===== config.mk =====
export PLATFORM = sky130hd
export DESIGN_NAME = fpu_issue_sequencer
export DESIGN_NICKNAME = d
export VERILOG_FILES = /design/src/rtl/fpu_issue_sequencer.sv
export SDC_FILE = /design/constraint.sdc
export NUM_CORES = 1
export LEC_CHECK = 0
export ABC_AREA = 0
export CORE_MARGIN = 3
export CORE_UTILIZATION = 45
export CTS_CLUSTER_SIZE = 16
export DETAILED_ROUTE_END_ITERATION = 8
export GPL_TIMING_DRIVEN = 1
export PLACE_DENSITY = 0.84
export SYNTH_ARGS = -nofsm -noshare
export SYNTH_HDL_FRONTEND = slang
export SYNTH_SLANG_ARGS = --single-unit

===== constraint.sdc =====
create_clock -name clk -period 2.7 [get_ports clk]
set_clock_uncertainty 0.05 [all_clocks]
set_input_delay 0.54 -clock clk [delete_from_list [all_inputs] [get_ports clk]]
set_output_delay 0.54 -clock clk [all_outputs]
set_load 0.05 [all_outputs]

===== src/rtl/fpu_issue_sequencer.sv =====
// Issue/latency/writeback controller for the shared multi-cycle FPU adder.
// Accepts one add.s/sub.s at a time, pulses the FPU start, counts the fixed
// FPU latency and owns the float register file write port for the single
// writeback cycle. Stall covers RAW on the in-flight destination, a second
// issue while executing, and an LWC1 colliding with the writeback cycle.
//
// Handshake: the decoder presents issue_valid (plus operands) and must hold
// all decode inputs stable while stall=1; an issue is taken in exactly the
// cycle fpu_start=1, which never coincides with stall=1.
module fpu_issue_sequencer #(
    parameter int LATENCY = 4,
    parameter int CNT_W   = 3
) (
    input  logic       clk,
    input  logic       reset,
    input  logic       issue_valid,
    input  logic       issue_sub,
    input  logic [4:0] issue_fd,
    input  logic       use_fs,
    input  logic [4:0] src_fs,
    input  logic       use_ft,
    input  logic [4:0] src_ft,
    input  logic       lwc1_we,
    output logic       stall,
    output logic       fpu_start,
    output logic       fpu_sub,
    output logic       fpu_wb_en,
    output logic [4:0] fpu_wb_addr,
    output logic       busy,
    output logic [1:0] dbg_state
);

    typedef enum logic [1:0] {
        S_IDLE = 2'd0,
        S_EXEC = 2'd1,
        S_WB   = 2'd2
    } state_t;

    localparam logic [CNT_W-1:0] LAT_M1 = CNT_W'(LATENCY - 1);

    state_t           r_state;
    logic [CNT_W-1:0] r_cnt;
    logic [4:0]       r_fd;
    logic             r_op;

    state_t           w_next_state;
    logic [CNT_W-1:0] w_next_cnt;
    logic             w_busy;
    logic             w_hazard;
    logic             w_stall;
    logic             w_accept;

    // Busy, hazard, stall and accept terms shared by next-state and outputs.
    always_comb begin
        w_busy   = (r_state != S_IDLE);
        w_hazard = w_busy & ((use_fs & (src_fs == r_fd)) |
                             (use_ft & (src_ft == r_fd)));
        w_stall  = w_hazard |
                   (issue_valid & (r_state == S_EXEC)) |
                   (lwc1_we & (r_state == S_WB));
        w_accept = issue_valid & ~w_stall &
                   ((r_state == S_IDLE) | (r_state == S_WB));
    end

    // Next-state and latency counter; WB can chain straight into EXEC.
    always_comb begin
        w_next_state = r_state;
        w_next_cnt   = r_cnt;
        case (r_state)
            S_IDLE: begin
                if (w_accept) begin
                    w_next_state = S_EXEC;
                    w_next_cnt   = LAT_M1;
                end
            end
            S_EXEC: begin
                if (r_cnt == '0) begin
                    w_next_state = S_WB;
                end else begin
                    w_next_cnt = r_cnt - 1'b1;
                end
            end
            S_WB: begin
                if (w_accept) begin
                    w_next_state = S_EXEC;
                    w_next_cnt   = LAT_M1;
                end else begin
                    w_next_state = S_IDLE;
                end
            end
            default: begin
                w_next_state = S_IDLE;
            end
        endcase
    end

    // State, counter and captured op registers; reset abandons any op.
    always_ff @(posedge clk) begin
        if (reset) begin
            r_state <= S_IDLE;
            r_cnt   <= '0;
            r_fd    <= '0;
            r_op    <= 1'b0;
        end else begin
            r_state <= w_next_state;
            r_cnt   <= w_next_cnt;
            if (w_accept) begin
                r_fd <= issue_fd;
                r_op <= issue_sub;
            end
        end
    end

    // Outputs; write address is forced to zero outside the writeback cycle.
    always_comb begin
        stall       = w_stall;
        fpu_start   = w_accept;
        fpu_sub     = w_accept ? issue_sub : r_op;
        fpu_wb_en   = (r_state == S_WB);
        fpu_wb_addr = (r_state == S_WB) ? r_fd : 5'd0;
        busy        = w_busy;
        dbg_state   = r_state;
    end

endmodule

After elaboration in Yosys (flattened, before gate mapping)
Cells that the tools add are included.

word-level totals
  bits in registers = 11
  bits in latches = 0
  memory bits (writable) = 0
  ROM bits = 0
  bits of input ports = 22
  output and inout port bits = 12
  word-level logic and storage cells = 41
  memories kept = 0

operators by class
  $add $sub $neg = 1
  $mul = 0
  divide/modulo/power cells = 0
  order comparisons = 0
  equal/unequal tests = 8
  shift-type cells = 0
  multiplexer cells = 9
  bitwise operators = 12
  reductions and logical operators = 7

operator list
  cell                   count
  $eq A5 B5 Y1           2
  $and A1 B1 Y1          7
  $mux W3                2
  $pmux W2 S3            1
  $pmux W3 S2            1
  $mux W5                1
  $mux W2                2
  $ne A2 B1 Y1 const B   2
  $ne A2 B2 Y1 const B   2
  $or A1 B1 Y1           4
  $reduce_bool A2 Y1     2
  $logic_not A3 Y1       1
  $reduce_and A3 Y1      1
  $sub A3 B1 Y3 const B  1
  $eq A2 B1 Y1 const B   1
  $eq A2 B2 Y1 const B   1
  $logic_not A2 Y1       1
  $mux W1                2
  $reduce_and A2 Y1      1
  $reduce_or A2 Y1       1
  $not A1 Y1             1

Depth between registers and ports, before layout
  word-level depth = 11
  depth in mapped cells = 6
  depth with buffers taken out = 6

Worst setup path before layout
No wires, ideal clock.

  path kind = register to output
  start = register r_state[1], in the netlist dbg_state[1]
  end = output port fpu_wb_addr[0]
  arrival = 2.094 ns
  required time = 2.110 ns
  slack = 0.016 ns
  cell stages (with the launch flop) = 3
  path buffers = 0
  cells stage by stage = dfxtp_1 nor2b_1 and2_1

between the ends
  longest elaborated chain between the ends = 2

ends and longest elaborated chain
  what                    line  text
  from (decl)             41    state_t r_state;
  from (signal assigned)  105   r_state <= w_next_state;
  $eq A2 B2 Y1            --
  named net fpu_wb_en     27    output logic fpu_wb_en,
  $mux W5                 120   fpu_wb_addr = (r_state == S_WB) ? r_fd : 5'd0;
  to (decl)               28    output logic [4:0] fpu_wb_addr,

The timed path passes the listed nets, and every way through them passes these cells.

Final worst setup path
  start = input port src_fs[4]
  end = output port fpu_sub

between the ends
  longest elaborated chain between the ends = 10

ends and longest elaborated chain
  what                        line  text
  from (decl)                 20    input logic [4:0] src_fs,
  $eq A5 B5 Y1                56    w_hazard = w_busy & ((use_fs & (src_fs == r_fd)) |
  $and A1 B1 Y1               56
  $or A1 B1 Y1                56
  $and A1 B1 Y1               56
  $or A1 B1 Y1                58    w_stall = w_hazard |
  $or A1 B1 Y1                59    (issue_valid & (r_state == S_EXEC)) |
  $not A1 Y1                  61    w_accept = issue_valid & ~w_stall &
  $and A1 B1 Y1 (2 in a row)  61
  $mux W1                     --
  to (decl)                   26    output logic fpu_sub,

No other way between the ends.

==> run summary <==
The run finished with clean final reports. The logs give 21.1% for the aggregate global-route resource usage and 0 for the number of antenna violations at the first check in global routing. The critical path start-end classification is primary input to output port. The first TritonRoute pass finished after 4 iterations. Counting flops with an async set or reset pin after synthesis yields a share of 0%. The startpoint identified for the worst register-to-register timing path is r_fd[2]. The number of instances on the worst hold path is 1, and the die span in y is 48.6 um. The tools report the count of yosys warnings during synthesis as 0.

The uppermost signal routing layer after detailed routing was met4. In this run the worst path has a maximum fanout of 2. The number of failing hold endpoints at the final stage came out at 0. Setup violations remaining at the end of the flow were counted as 0. The biggest area consumer among synthesized cells was dfxtp_1.

The met2 routed wirelength is 1.22 mm. The floorplan has 14 rows. The signal on the critical path passes through clkdlybuf4s50_1, xnor2_1, nand4_1, o22ai_4, mux2_4, nand2_4, buf_8. The startpoint identified for the worst hold timing path is r_cnt[2]. The die covers 0.00236 sq mm. TritonCTS built the clock tree. The logs give 2090 ps for the worst path arrival time and 817 sq um for the cell area after synthesis.

Dominant synthesized flop cell: dfxtp_1. Number of violations reported at the end of detailed-routing iteration 0: 4. The logs give 0.746 for the last weighted congestion value of the routability-driven placer and 11 for the number of sinks driven by the clock tree. The detailed router put a total of 1.02 mm of wire on met1.

Summed over all layers, the routed wires come to 2.39 mm. Subtracting the final worst setup slack from the clock period gives 2680 ps. For this run, the top clock speed supported by timing is 0.373 GHz. Measured along the x axis, the die boundary spans 48.6 um. For the number of global-route vias before repair, the log shows 893.

Sorting the synthesized cells by how often they occur yields dfxtp_1 (11), nand2_1 (11), xnor2_1 (11). After clock tree synthesis, the clock-pin slew on the worst setup and hold paths is 60 ps. The tools report the total count of max-transition violations in the final report as 0. The capture endpoint of the worst hold path was dbg_state[1]. In this design, the largest share of critical-path delay is due to buffers and inverters. On the worst path, the slowest cell contributes a delay of 470 ps. Counting every instance in the synthesized netlist gives 100. Together, buffers and inverters on the worst path number 2. Compared with the post-synthesis result, the final layout area differs by 58.5%. In this run the tool buffered the top-level ports with 33 buffer cells. The logs give 0 for the antenna diode instance count and 112 um for the length of routed met3 wiring.

The area share of the largest cell type after synthesis was 27.0%; the via count was 904. For the core footprint, the log shows 0.00161 sq mm. The count of antenna-violating nets left after detailed routing was 0; the proportion of layout cells with a drive suffix above 1 was 14.9%. The number of nets in the synthesized netlist is 124. The worst hold path belongs to the class flop to flop. In this run the register-to-register setup slack is 780 ps.

The slowest stage cell on the critical path was clkdlybuf4s50_1. Yosys mapped the design onto 31 distinct sky130hd cell types. The run gives 270 ps as the later-pin clock latency in the skew report.

First-pass GRT wire length: 4.02 mm. The worst vdd rail ir drop is 399 uV. Once detailed placement completed, the half-perimeter wirelength came to 1.79 mm.

34 I/O pins were placed. Setup repair after global routing could not meet its margin everywhere. By area the synthesized netlist is led by dfxtp_1 (27%), xnor2_1 (12%), or4b_1 (6.1%). For the pin with the worst max-slew slack, the measured transition is 505 ps. The layout has 117 filler cells. Dividing the detail-routed via count by the number of cells gives 5.48.

The final net count is 166. Measured against its own limit, the worst slew margin works out to 66.2%. STA classifies the critical path endpoint as an output port. For this run the aggregate overflow at the end of global routing stands at 0.

After routing, the total negative slack on setup checks comes to 0 ps. The end-of-flow core utilization is 80.4%, and the count of unresolved DRC violations after routing is 0. Cell at the root of the clock tree: clkbuf_4.

Entering global routing, the biggest net connects 14 pins. The total of flip-flops plus latches after synthesis is 11. The tools report the critical path launch point type as a primary input. The logic depth of the worst register-to-register path works out to 7. Data on the critical path is required at its endpoint by 2110 ps.

Counting the buffers created by CTS gives 3. Hold repair after CTS inserted 0 buffers. The ratio of total power to cell area is 452 mW/mm^2. The static leakage was 0.542 nW; the effective utilization at floorplan was 50.7%. The average cell area after synthesis works out to 8.17 sq um. The longest clock path from root to sink contains 2 buffers. Summing the sequential cell areas from Yosys gives 27.0% of the chip area. Reg-to-reg endpoint: r_cnt[1].

In this run, synthesis inferred 0 flip-flops with an integrated enable. The final critical path takes up 99.3% of the cycle. Max-cap violations in this run came to 0. The CTS H-tree depth was 1; the wire length per cell after detailed routing was 14.5 um.
## placed cells by master (no fill, tap or decap), types with 3 or more instances in the layout
cell and instances:
or4b_1 5, nand3_1 6, nor3b_1 5, a21oi_1 5, and3_1 5, dfxtp_1 11
nor2b_1 4, buf_4 7, clkdlybuf4s50_1 26, xnor2_1 11, a31oi_1 5, nand2_1 10
dlymetal6s2s_1 3, clkbuf_4 3, inv_1 4, and2_1 4
## cell type report
type | instances | area, sq um | area share [%]
Tap cell | 24 | 30.0 | 2.32
Multi-Input combinational cell | 81 | 578 | 44.6
Clock buffer | 4 | 26.3 | 2.03
Sequential cell | 11 | 220 | 17.0
Timing Repair Buffer | 41 | 425 | 32.9
Inverter | 4 | 15.0 | 1.16
## sequential cells by signal, indices dropped and copies added, names as in the netlist
| name | flops |
|---|---|
| dbg_state | 2 |
| r_fd | 5 |
| r_op | 1 |
| r_cnt | 3 |
## per-stage QoR
| step | hold slack [ps] | setup slack [ps] | instance area (sq um) | power, mW | instances |
|---|---|---|---|---|---|
| after floorplan | 349 | 15.9 | 817 | 0.351 | 100 |
| after global placement | 358 | 18.3 | 1220 | 0.449 | 160 |
| after detailed placement | 364 | -69.4 | 1220 | 0.458 | 160 |
| after CTS | 375 | 47.0 | 1260 | 0.576 | 164 |
| after global routing | 390 | -45.2 | 1290 | 0.614 | 165 |
| final | 374 | 18.2 | 1290 | 0.585 | 165 |
## per-layer routing
layer / vias up / global-route usage [%]
met4: 0 / 9.48
met2: 26 / 36.2
met5: - / 0
met1: 433 / 25.5
li1: 441 / -
met3: 4 / 3.68
## cell families (layout without fill, tap and decap cells)
kind of cell               Yosys count  after routing  share of synthesized area (%)
AOI/OAI and AO/OA                   18             18                           14.5
xor gates and xnor gates            11             11                           11.8
adders and majority gates            2              2                           3.06
buffers and inverters                8             49                           5.21
DFF                                 11             11                           27.0
muxes                                1              1                           1.38
and+or+nand+nor                     49             49                           37.1
## worst max-delay path by stage
stage | from | endpoint | slack, ps | depth (start not counted)
after floorplan | dbg_state[1] | fpu_wb_addr[0] | 20 | 2
after global placement | src_fs[2] | fpu_sub | 20 | 7
after detailed placement | src_fs[0] | fpu_sub | -70 | 7
after CTS | src_fs[3] | fpu_sub | 50 | 7
after global routing | src_fs[4] | fpu_sub | -50 | 7
final | src_fs[4] | fpu_sub | 20 | 7
## timing repair
item,CTS,global route
endpoints found under the setup margin,2,3
setup buffers,0,1
pin swaps,3,4
resized for setup,4,8
## where the power goes
part	internal, mW	switching (mW)
Sequential	0.181	0.0235
Combinational	0.129	0.136
Clock	0.0573	0.0576
Total	0.368	0.217
No activity file was read; power rests on OpenSTA's default activity.
